==> src/rtl/cpu_pkg.sv <==
// rtl/cpu_pkg.sv - shared widths, PC increment and fetch FSM state type
package cpu_pkg;
    localparam int PC_WIDTH    = 64;
    localparam int INSTR_WIDTH = 32;
    localparam logic [PC_WIDTH-1:0] PC_INCR = 64'd4;

    typedef enum logic {
        BOOT = 1'b0,
        RUN  = 1'b1
    } fetch_state_t;
endpackage

==> src/rtl/branch_target.sv <==
// rtl/branch_target.sv - combinational branch target: br_pc plus word offset scaled to bytes
module branch_target
    import cpu_pkg::*;
(
    input  logic [PC_WIDTH-1:0] i_br_pc,
    input  logic [PC_WIDTH-1:0] i_br_offset,
    output logic [PC_WIDTH-1:0] o_target
);
    // The shift drops the top two offset bits; the sum wraps modulo 2^64.
    assign o_target = i_br_pc + (i_br_offset << 2);
endmodule

==> src/rtl/fetch_unit.sv <==
// rtl/fetch_unit.sv - instruction fetch stage: PC register, IF/ID register and fetch counter
module fetch_unit
    import cpu_pkg::*;
(
    input  logic                   clk,
    input  logic                   reset,
    output logic [PC_WIDTH-1:0]    imem_addr,
    input  logic [INSTR_WIDTH-1:0] imem_rdata,
    input  logic                   stall,
    input  logic                   br_taken,
    input  logic [PC_WIDTH-1:0]    br_pc,
    input  logic [PC_WIDTH-1:0]    br_offset,
    output logic [PC_WIDTH-1:0]    if_pc,
    output logic [INSTR_WIDTH-1:0] if_instr,
    output logic                   if_valid,
    output logic [31:0]            fetch_count
);
    fetch_state_t           r_state;
    fetch_state_t           w_next_state;
    logic [PC_WIDTH-1:0]    r_pc;
    logic [PC_WIDTH-1:0]    r_if_pc;
    logic [INSTR_WIDTH-1:0] r_if_instr;
    logic                   r_if_valid;
    logic [31:0]            r_fetch_count;
    logic [PC_WIDTH-1:0]    w_target;

    branch_target u_branch_target (
        .i_br_pc     (br_pc),
        .i_br_offset (br_offset),
        .o_target    (w_target)
    );

    always_ff @(posedge clk or negedge reset) begin
        if (!reset) begin
            r_state <= BOOT;
        end else begin
            r_state <= w_next_state;
        end
    end

    always_comb begin
        w_next_state = r_state;
        case (r_state)
            BOOT:    w_next_state = RUN;
            RUN:     w_next_state = RUN;
            default: w_next_state = BOOT;
        endcase
    end

    // BOOT spends one cycle presenting PC 0 so the first word is ready on the next edge.
    always_ff @(posedge clk or negedge reset) begin
        if (!reset) begin
            r_pc          <= '0;
            r_if_pc       <= '0;
            r_if_instr    <= '0;
            r_if_valid    <= 1'b0;
            r_fetch_count <= '0;
        end else if (r_state == RUN) begin
            if (br_taken) begin
                r_pc       <= w_target;
                r_if_pc    <= '0;
                r_if_instr <= '0;
                r_if_valid <= 1'b0;
            end else if (!stall) begin
                r_pc       <= r_pc + PC_INCR;
                r_if_pc    <= r_pc;
                r_if_instr <= imem_rdata;
                r_if_valid <= 1'b1;
                if (r_fetch_count != 32'hFFFF_FFFF) begin
                    r_fetch_count <= r_fetch_count + 32'd1;
                end
            end
        end
    end

    assign imem_addr   = r_pc;
    assign if_pc       = r_if_pc;
    assign if_instr    = r_if_instr;
    assign if_valid    = r_if_valid;
    assign fetch_count = r_fetch_count;
endmodule

==> config.mk <==
export PLATFORM = sky130hd
export DESIGN_NAME = fetch_unit
export DESIGN_NICKNAME = d
export VERILOG_FILES = /design/src/rtl/cpu_pkg.sv /design/src/rtl/branch_target.sv /design/src/rtl/fetch_unit.sv
export SDC_FILE = /design/constraint.sdc
export NUM_CORES = 1
export LEC_CHECK = 0
export CAP_MARGIN = 20
export CORE_ASPECT_RATIO = 1.4
export CORE_MARGIN = 8
export CORE_UTILIZATION = 45
export CTS_CLUSTER_SIZE = 28
export DETAILED_ROUTE_END_ITERATION = 8
export PLACE_DENSITY = 0.74
export RECOVER_POWER = 50
export SLEW_MARGIN = 20
export SYNTH_ARGS = -nofsm -noshare
export SYNTH_HDL_FRONTEND = slang
export SYNTH_HIERARCHICAL = 1
export SYNTH_SLANG_ARGS = --single-unit
export TNS_END_PERCENT = 30
==> constraint.sdc <==
create_clock -name clk -period 4.6 [get_ports clk]
set_clock_uncertainty 0.05 [all_clocks]
set_input_delay 0.92 -clock clk [delete_from_list [all_inputs] [get_ports clk]]
set_output_delay 0.92 -clock clk [all_outputs]
set_load 0.005 [all_outputs]
==> results.toml, run 1 <==
[clock_network]
clock_tree.root_cell = "sky130_fd_sc_hd__clkbuf_16"
clk_path_buf_depth = 2
worst_setup_hold_path_clk_slew_ns = 0.07
post-cts-setup-buffers = 0
numClockSinks = 194
tritoncts = "yes"
cts-buffers-inserted = 17
count_of_h_tree_levels_built_during_cts = 4
worst_skew_pair.late_latency_ns = 0.44

[worst_setup_path]
worst-endpoint-required_ns = 4.90
setup.reg_to_reg.worst_slack_ns = 1.52
timing.rr.start = "imem_addr[3]"
worst_path_max_delay_cell = "sky130_fd_sc_hd__clkdlybuf4s50_1"
r2r_end = "imem_addr[52]"
critical_path_arrival_ns = 4.77
worst_path_largest_cell_delay_ns = 0.46
path_delay_family = "compound AO/OA/AOI/OAI gates"
worst_setup_path_start_kind = "input pin"
timing_worst_setup_path_type = "in -> reg"
path_buf_inv = 2
critical_path_peak_fanout = 3
cp-end-kind = "flop"
path_cells = "clkdlybuf4s50_1, ha_1, inv_1, fa_1, and2b_1, o2111ai_1, a21oi_2, a221o_2, a211o_1, a21o_2, a41oi_4, o31a_2, o21ba_1, xnor2_1, o22ai_1, nor3_1, a21oi_1, a41oi_1"
r2r.worst_path.cells = 7

[floorplan]
die_y_um = 214
fp.coreArea_um2 = 27600
die_w_um = 157
io-pin-count = 357
start_util = 0.456
die_area_um2 = 33600
floorplan.rows = 72

[sta]
period_share = 0.971
min_period_ns = 4.47
timing.final.max_slew_violations = 117
rel_slew_slack = -0.868
fmax_ghz = 0.224
timing_worst_slew_pin_value_ns = 2.80
total_count_of_hold_check_failures_in_the_final_report = 0
rsz0062_at_grt = "no"
setup_viol = 0
final.hold.worst_slack_ns = 0.431
final.setup.tns_ns = 0

[layout]
final_non_filler_cell_total = 2140
number_of_nets_in_the_layout = 1985
utilization = 0.627
post_route_cells_drive_above_1_share = 0.0689
syn_to_final_growth_pct = 37.4
finalInstanceArea_um2 = 17300
n_antenna_cell = 0
mostFrequentLayoutCells = "sky130_fd_sc_hd__clkdlybuf4s50_1 (257), sky130_fd_sc_hd__dfrtp_1 (194), sky130_fd_sc_hd__nand2_1 (134), sky130_fd_sc_hd__a21oi_1 (114), sky130_fd_sc_hd__nor2_1 (104)"
most_common_cell_after_layout_fill_and_taps_aside = "sky130_fd_sc_hd__clkdlybuf4s50_1"

[synthesis]
synthFlopType = "sky130_fd_sc_hd__dfrtp_1"
async_reset_ff_frac = 1.00
yosys_warnings = 6
postSynthRegisterBits = 194
mappedNetlistArea_um2 = 12600
synth_enable_flop_cells = 0
synth_seq_area_share = 0.386
post_synth.cell_area_avg_um2 = 8.91
synth.distinct_cells = 88
postSynthNetCount = 1640
postSynthCellCount = 1412

[placement]
gp_congestion = 0.923
numPlacedInstances = 2108
placement.io_buffers = 354
postPlaceCellArea_um2 = 16700
hpwl_mm = 35.0

[min_path]
hold_path_end = "if_pc[5]"
min_delay_src = "if_pc[5]"
class_of_the_tightest_hold_or_removal_check = "reg -> reg"
cell_depth_of_the_worst_hold_path = 2

[run_status]
run_status = "finished, violations left"
violated_checks = "max-capacitance violations, max-slew violations"

[routing]
drt-wirelength-per-cell_um = 21.1
route.vias.total = 12900
drt_iter0_drc = 1025
finalWirelength_mm = 45.2
dr.pass1.iters = 8
post_drt_via_cell_ratio = 6.02
route.antenna.remaining_nets = 0
post-route-drc-count = 0

[pwr]
power.switching_fraction = 0.335
leakage_power_of_the_design_nw = 7.58
internal_power_mw = 3.80
switching_power_summed_over_all_nets_mw = 1.91
power_frac_clock = 0.272
total_power_density_per_cell_area_nw_per_um2 = 330
power.combinational.fraction = 0.323
peakVddDrop_v = 0.000242
power.sequential.fraction = 0.404

[grt]
grt_usage = 0.264
antenna_violations_before_repair = 0
first_global_vias = 12700
pin_count_of_the_biggest_net_entering_global_routing = 117
overflow = 0
grt_first_pass_wirelength_mm = 70.1

[run]
max-cap-violations = 1
power groups by stage:
stage | Clock [mW] | Combinational (mW) | Sequential (mW)
6_report | 1.56 | 1.85 | 2.31
4_1_cts | 1.58 | 1.89 | 2.30
5_1_grt | 1.64 | 2.01 | 2.34
3_3_place_gp | 0 | 1.85 | 2.32
2_1_floorplan | 0 | 0.872 | 2.22
3_5_place_dp | 0 | 1.88 | 2.34
cell families after synthesis:
group / share of synthesized area
buf+inv: 0.0349
xor+xnor: 0.0613
fa+ha+maj: 0.0642
other cells: 0.000298
mux: 0.00418
compound gates: 0.260
simple gates: 0.189
flops: 0.386
how the worst max path moves through the flow:
| stage | from | end | cells after the start |
|---|---|---|---|
| after detailed placement | br_pc[2] | imem_addr[58] | 18 |
| final | br_pc[2] | imem_addr[58] | 18 |
| after CTS | br_pc[2] | imem_addr[58] | 18 |
| after global placement | br_pc[2] | imem_addr[58] | 18 |
| after global routing | br_pc[2] | imem_addr[58] | 18 |
| after floorplan | br_pc[2] | imem_addr[58] | 17 |
registers in the layout, indices dropped and copies added (netlist names):
signal,flops
fetch_count,32
if_instr,32
if_pc,64
if_valid,1
imem_addr,64
r_state,1
cells in the mapped netlist (all sizes together), types with 7 or more instances:
master / n / area, um^2
o31ai: 7 / 57.6
ha: 63 / 788
clkbuf: 60 / 226
nor3: 38 / 206
inv: 31 / 116
o21bai: 9 / 67.6
buf: 20 / 96.3
a22oi: 7 / 52.6
o21a: 10 / 75.1
nand3: 57 / 285
a22o: 90 / 788
o211ai: 11 / 82.6
dfrtp: 194 / 4850
o21ai: 80 / 404
nand2: 134 / 503
nand4: 48 / 322
a21oi: 117 / 589
a2bb2oi: 7 / 61.3
xnor2: 48 / 420
a31oi: 16 / 100
xor2: 40 / 350
nor4: 16 / 113
and3: 22 / 138
or3: 15 / 93.8
or4: 8 / 63.8
o22ai: 12 / 75.1
nor2: 104 / 390
a21o: 35 / 264
worst reg2reg max path, cell delays in order, from the launching register on:
cell and delay [ns]:
sky130_fd_sc_hd__dfrtp_1 0.48, sky130_fd_sc_hd__ha_1 0.24, sky130_fd_sc_hd__nand2_1 0.18, sky130_fd_sc_hd__nor4_2 0.68
sky130_fd_sc_hd__nand3_1 0.22, sky130_fd_sc_hd__nor3_1 0.66, sky130_fd_sc_hd__a311oi_1 0.21, sky130_fd_sc_hd__a211oi_1 0.26
layout make-up:
cell class,instances,area [um^2]
well taps,370,463
multi-input cells,1107,7320
inverters,31,116
flip-flops and latches,194,4850
fillers,2409,10300
clock inverters,13,158
repair buffers,406,3930
clock buffers,19,453
through the flow:
step / worst slack, ns / power (mW)
floorplan: 0.511 / 3.09
global placement: -0.205 / 4.17
detailed placement: -0.311 / 4.21
CTS: 0.135 / 5.77
global route: 0.00842 / 5.99
finish: 0.132 / 5.71
what timing repair did:
action	4_1_cts	5_1_grt
hold buffers	0	0
resized for setup	0	1
endpoints found under the setup margin	0	1
metal layers:
layer,part of all wire,GRT usage
met1,0.40,0.320
met2,0.50,0.463
met4,0.029,0.0938
met5,0,0
met3,0.071,0.0448
Power figures use the tool's default switching activity.
==> inputs of run 2 (changes only) <==
--- a/config.mk
+++ b/config.mk
@@ -18,4 +18,4 @@
 export SYNTH_HDL_FRONTEND = slang
 export SYNTH_HIERARCHICAL = 1
 export SYNTH_SLANG_ARGS = --single-unit
-export TNS_END_PERCENT = 30
+export TNS_END_PERCENT = 5
==> constraint.sdc (replaced) <==
create_clock -name clk -period 5.3 [get_ports clk]
set_clock_uncertainty 0.05 [all_clocks]
set_input_delay 1.06 -clock clk [delete_from_list [all_inputs] [get_ports clk]]
set_output_delay 1.06 -clock clk [all_outputs]
set_load 0.005 [all_outputs]
==> run 2 against run 1 <==
  * The run still ends with max-capacitance violations, max-slew violations left
  * Combinational power shrank 15%
  * Final area is 1.0% lower
  * Final cell count is 1.6% lower
  * Register-to-register slack better by 0.66 ns
==> results.toml, run 2 (synthesis gave the netlist of run 1 again) <==
[grt]
antenna_violations_before_repair = 2
use_met1 = 0.319
grt_first_pass_wirelength_mm = 69.4
grt.met2_usage = 0.441
overflow = 0
grt_usage = 0.260
met3_track_utilization_from_global_routing = 0.0452
grt_most_used_layer = "met2"
pin_count_of_the_biggest_net_entering_global_routing = 121
first_global_vias = 12600

[layout]
post_route_cells_drive_above_1_share = 0.0490
number_of_nets_in_the_layout = 1949
mostFrequentLayoutCells = "sky130_fd_sc_hd__clkdlybuf4s50_1 (256), sky130_fd_sc_hd__dfrtp_1 (194), sky130_fd_sc_hd__nand2_1 (134), sky130_fd_sc_hd__a21oi_1 (115), sky130_fd_sc_hd__nor2_1 (104)"
most_common_cell_after_layout_fill_and_taps_aside = "sky130_fd_sc_hd__clkdlybuf4s50_1"
syn_to_final_growth_pct = 36.0

[clock_network]
cts_repair_resize_count = 0
worst_skew_pair.late_latency_ns = 0.44
cts-buffers-inserted = 17
tritoncts = "yes"
ctsHoldBuffers = 0
clock_tree.root_cell = "sky130_fd_sc_hd__clkbuf_16"
count_of_h_tree_levels_built_during_cts = 4
worst_setup_hold_path_clk_slew_ns = 0.07
clk_path_buf_depth = 2
numClockSinks = 194
post-cts-setup-buffers = 0

[run_status]
violated_checks = "max-capacitance violations, max-slew violations"
run_status = "finished, violations left"

[pwr]
switching_power_summed_over_all_nets_mw = 1.64
internal_power_mw = 3.38
power_frac_clock = 0.289
leakage_power_of_the_design_nw = 7.44
power.sequential.fraction = 0.398
total_power_density_per_cell_area_nw_per_um2 = 293
power.combinational.fraction = 0.313
power.switching_fraction = 0.327
peakVddDrop_v = 0.000220

[floorplan]
io-pin-count = 357
die_w_um = 157
fp.coreArea_um2 = 27600
die_area_um2 = 33600
floorplan.rows = 72
die_y_um = 214
start_util = 0.456

[routing]
route.vias.total = 12700
dr.pass1.iters = 5
finalWirelength_mm = 44.6
route.antenna.remaining_nets = 0
post_drt_via_cell_ratio = 6.06
drt-wirelength-per-cell_um = 21.2
drt_iter0_drc = 901
post-route-drc-count = 0

[sta]
timing.final.max_slew_violations = 120
min_period_ns = 4.76
fmax_ghz = 0.210
period_share = 0.899
final.setup.tns_ns = 0
final.hold.worst_slack_ns = 0.434
timing_worst_slew_pin_value_ns = 3.02
rsz0062_at_grt = "no"
rel_slew_slack = -1.01
setup_viol = 0
total_count_of_hold_check_failures_in_the_final_report = 0

[worst_setup_path]
r2r.worst_path.cells = 7
setup.reg_to_reg.worst_slack_ns = 2.18
cp-end-kind = "flop"
worst-endpoint-required_ns = 5.60
critical_path_arrival_ns = 5.07
timing.rr.start = "imem_addr[3]"
worst_setup_path_start_kind = "input pin"
timing_worst_setup_path_type = "in -> reg"
critical_path_peak_fanout = 4
r2r_end = "imem_addr[62]"

[run]
max-cap-violations = 1

[placement]
gp_congestion = 0.921
placement.io_buffers = 354
hpwl_mm = 34.3

[min_path]
class_of_the_tightest_hold_or_removal_check = "reg -> reg"
hold_path_end = "if_pc[48]"
cell_depth_of_the_worst_hold_path = 2
min_delay_src = "if_pc[48]"
==> run 2: cell types whose count changed in the layout (fill, tap and decap cells not counted), moves of 2 or more <==
cell / before / now
sky130_fd_sc_hd__clkbuf_2: 4 / 1
sky130_fd_sc_hd__buf_4: 48 / 13
sky130_fd_sc_hd__clkinv_2: 5 / 2
sky130_fd_sc_hd__bufinv_16: 3 / 5
sky130_fd_sc_hd__buf_12: 1 / 3
==> run 2: through the flow <==
stage	area, um^2	cells	worst slack, ns	utilization	total power [mW]
after floorplan	12600	1412	1.07	-	2.68
after global placement	16400	2072	0.264	0.597	3.59
after detailed placement	16400	2072	0.219	0.597	3.62
after CTS	17100	2104	0.660	0.621	5.07
after global routing	17100	2105	0.303	0.621	5.26
final	17100	2105	0.536	0.621	5.02
==> run 2: worst max-delay path by stage <==
stage,start,to,depth (start not counted)
2_1_floorplan,br_pc[2],imem_addr[58],17
3_3_place_gp,br_pc[2],imem_addr[58],18
3_5_place_dp,br_pc[2],imem_addr[58],18
4_1_cts,br_pc[2],imem_addr[58],18
5_1_grt,br_pc[2],imem_addr[58],18
6_report,br_pc[2],imem_addr[58],18
==> run 2: routing by layer <==
| layer | share of wire | vias up |
|---|---|---|
| met5 | 0 | - |
| met4 | 0.040 | 0 |
| met3 | 0.076 | 92 |
| met2 | 0.49 | 572 |
| met1 | 0.40 | 6164 |
| li1 | - | 5921 |
==> run 2: power by group through the flow <==
stage	Combinational, mW	Clock (mW)	Sequential [mW]
floorplan	0.757	0	1.93
global placement	1.57	0	2.01
detailed placement	1.59	0	2.02
CTS	1.60	1.47	2.00
global route	1.71	1.52	2.03
finish	1.57	1.45	2.00
==> run 2: area by class of cell <==
class | count | area (um^2)
Fill cell | 2417 | 10500
Multi-Input combinational cell | 1107 | 7310
Sequential cell | 194 | 4850
Timing Repair Buffer | 370 | 3690
Clock buffer | 20 | 467
Tap cell | 370 | 463
Clock inverter | 12 | 203
Inverter | 31 | 116
Antenna cell | 1 | 2.50
==> run 2: worst max-delay path: stages <==
cell                            delay, ns
sky130_fd_sc_hd__dlygate4sd3_1       0.54
sky130_fd_sc_hd__ha_1                0.22
sky130_fd_sc_hd__inv_1               0.07
sky130_fd_sc_hd__fa_1                0.19
sky130_fd_sc_hd__and2b_1             0.20
sky130_fd_sc_hd__o2111ai_1           0.23
sky130_fd_sc_hd__a21oi_1             0.16
sky130_fd_sc_hd__a221o_2             0.43
sky130_fd_sc_hd__a211o_1             0.37
sky130_fd_sc_hd__a21o_2              0.25
sky130_fd_sc_hd__a41oi_4             0.26
sky130_fd_sc_hd__o31a_2              0.24
sky130_fd_sc_hd__o21ba_1             0.16
sky130_fd_sc_hd__xnor2_1             0.15
sky130_fd_sc_hd__o22ai_1             0.10
sky130_fd_sc_hd__nor3_1              0.16
sky130_fd_sc_hd__a21oi_1             0.09
sky130_fd_sc_hd__a41oi_1             0.20
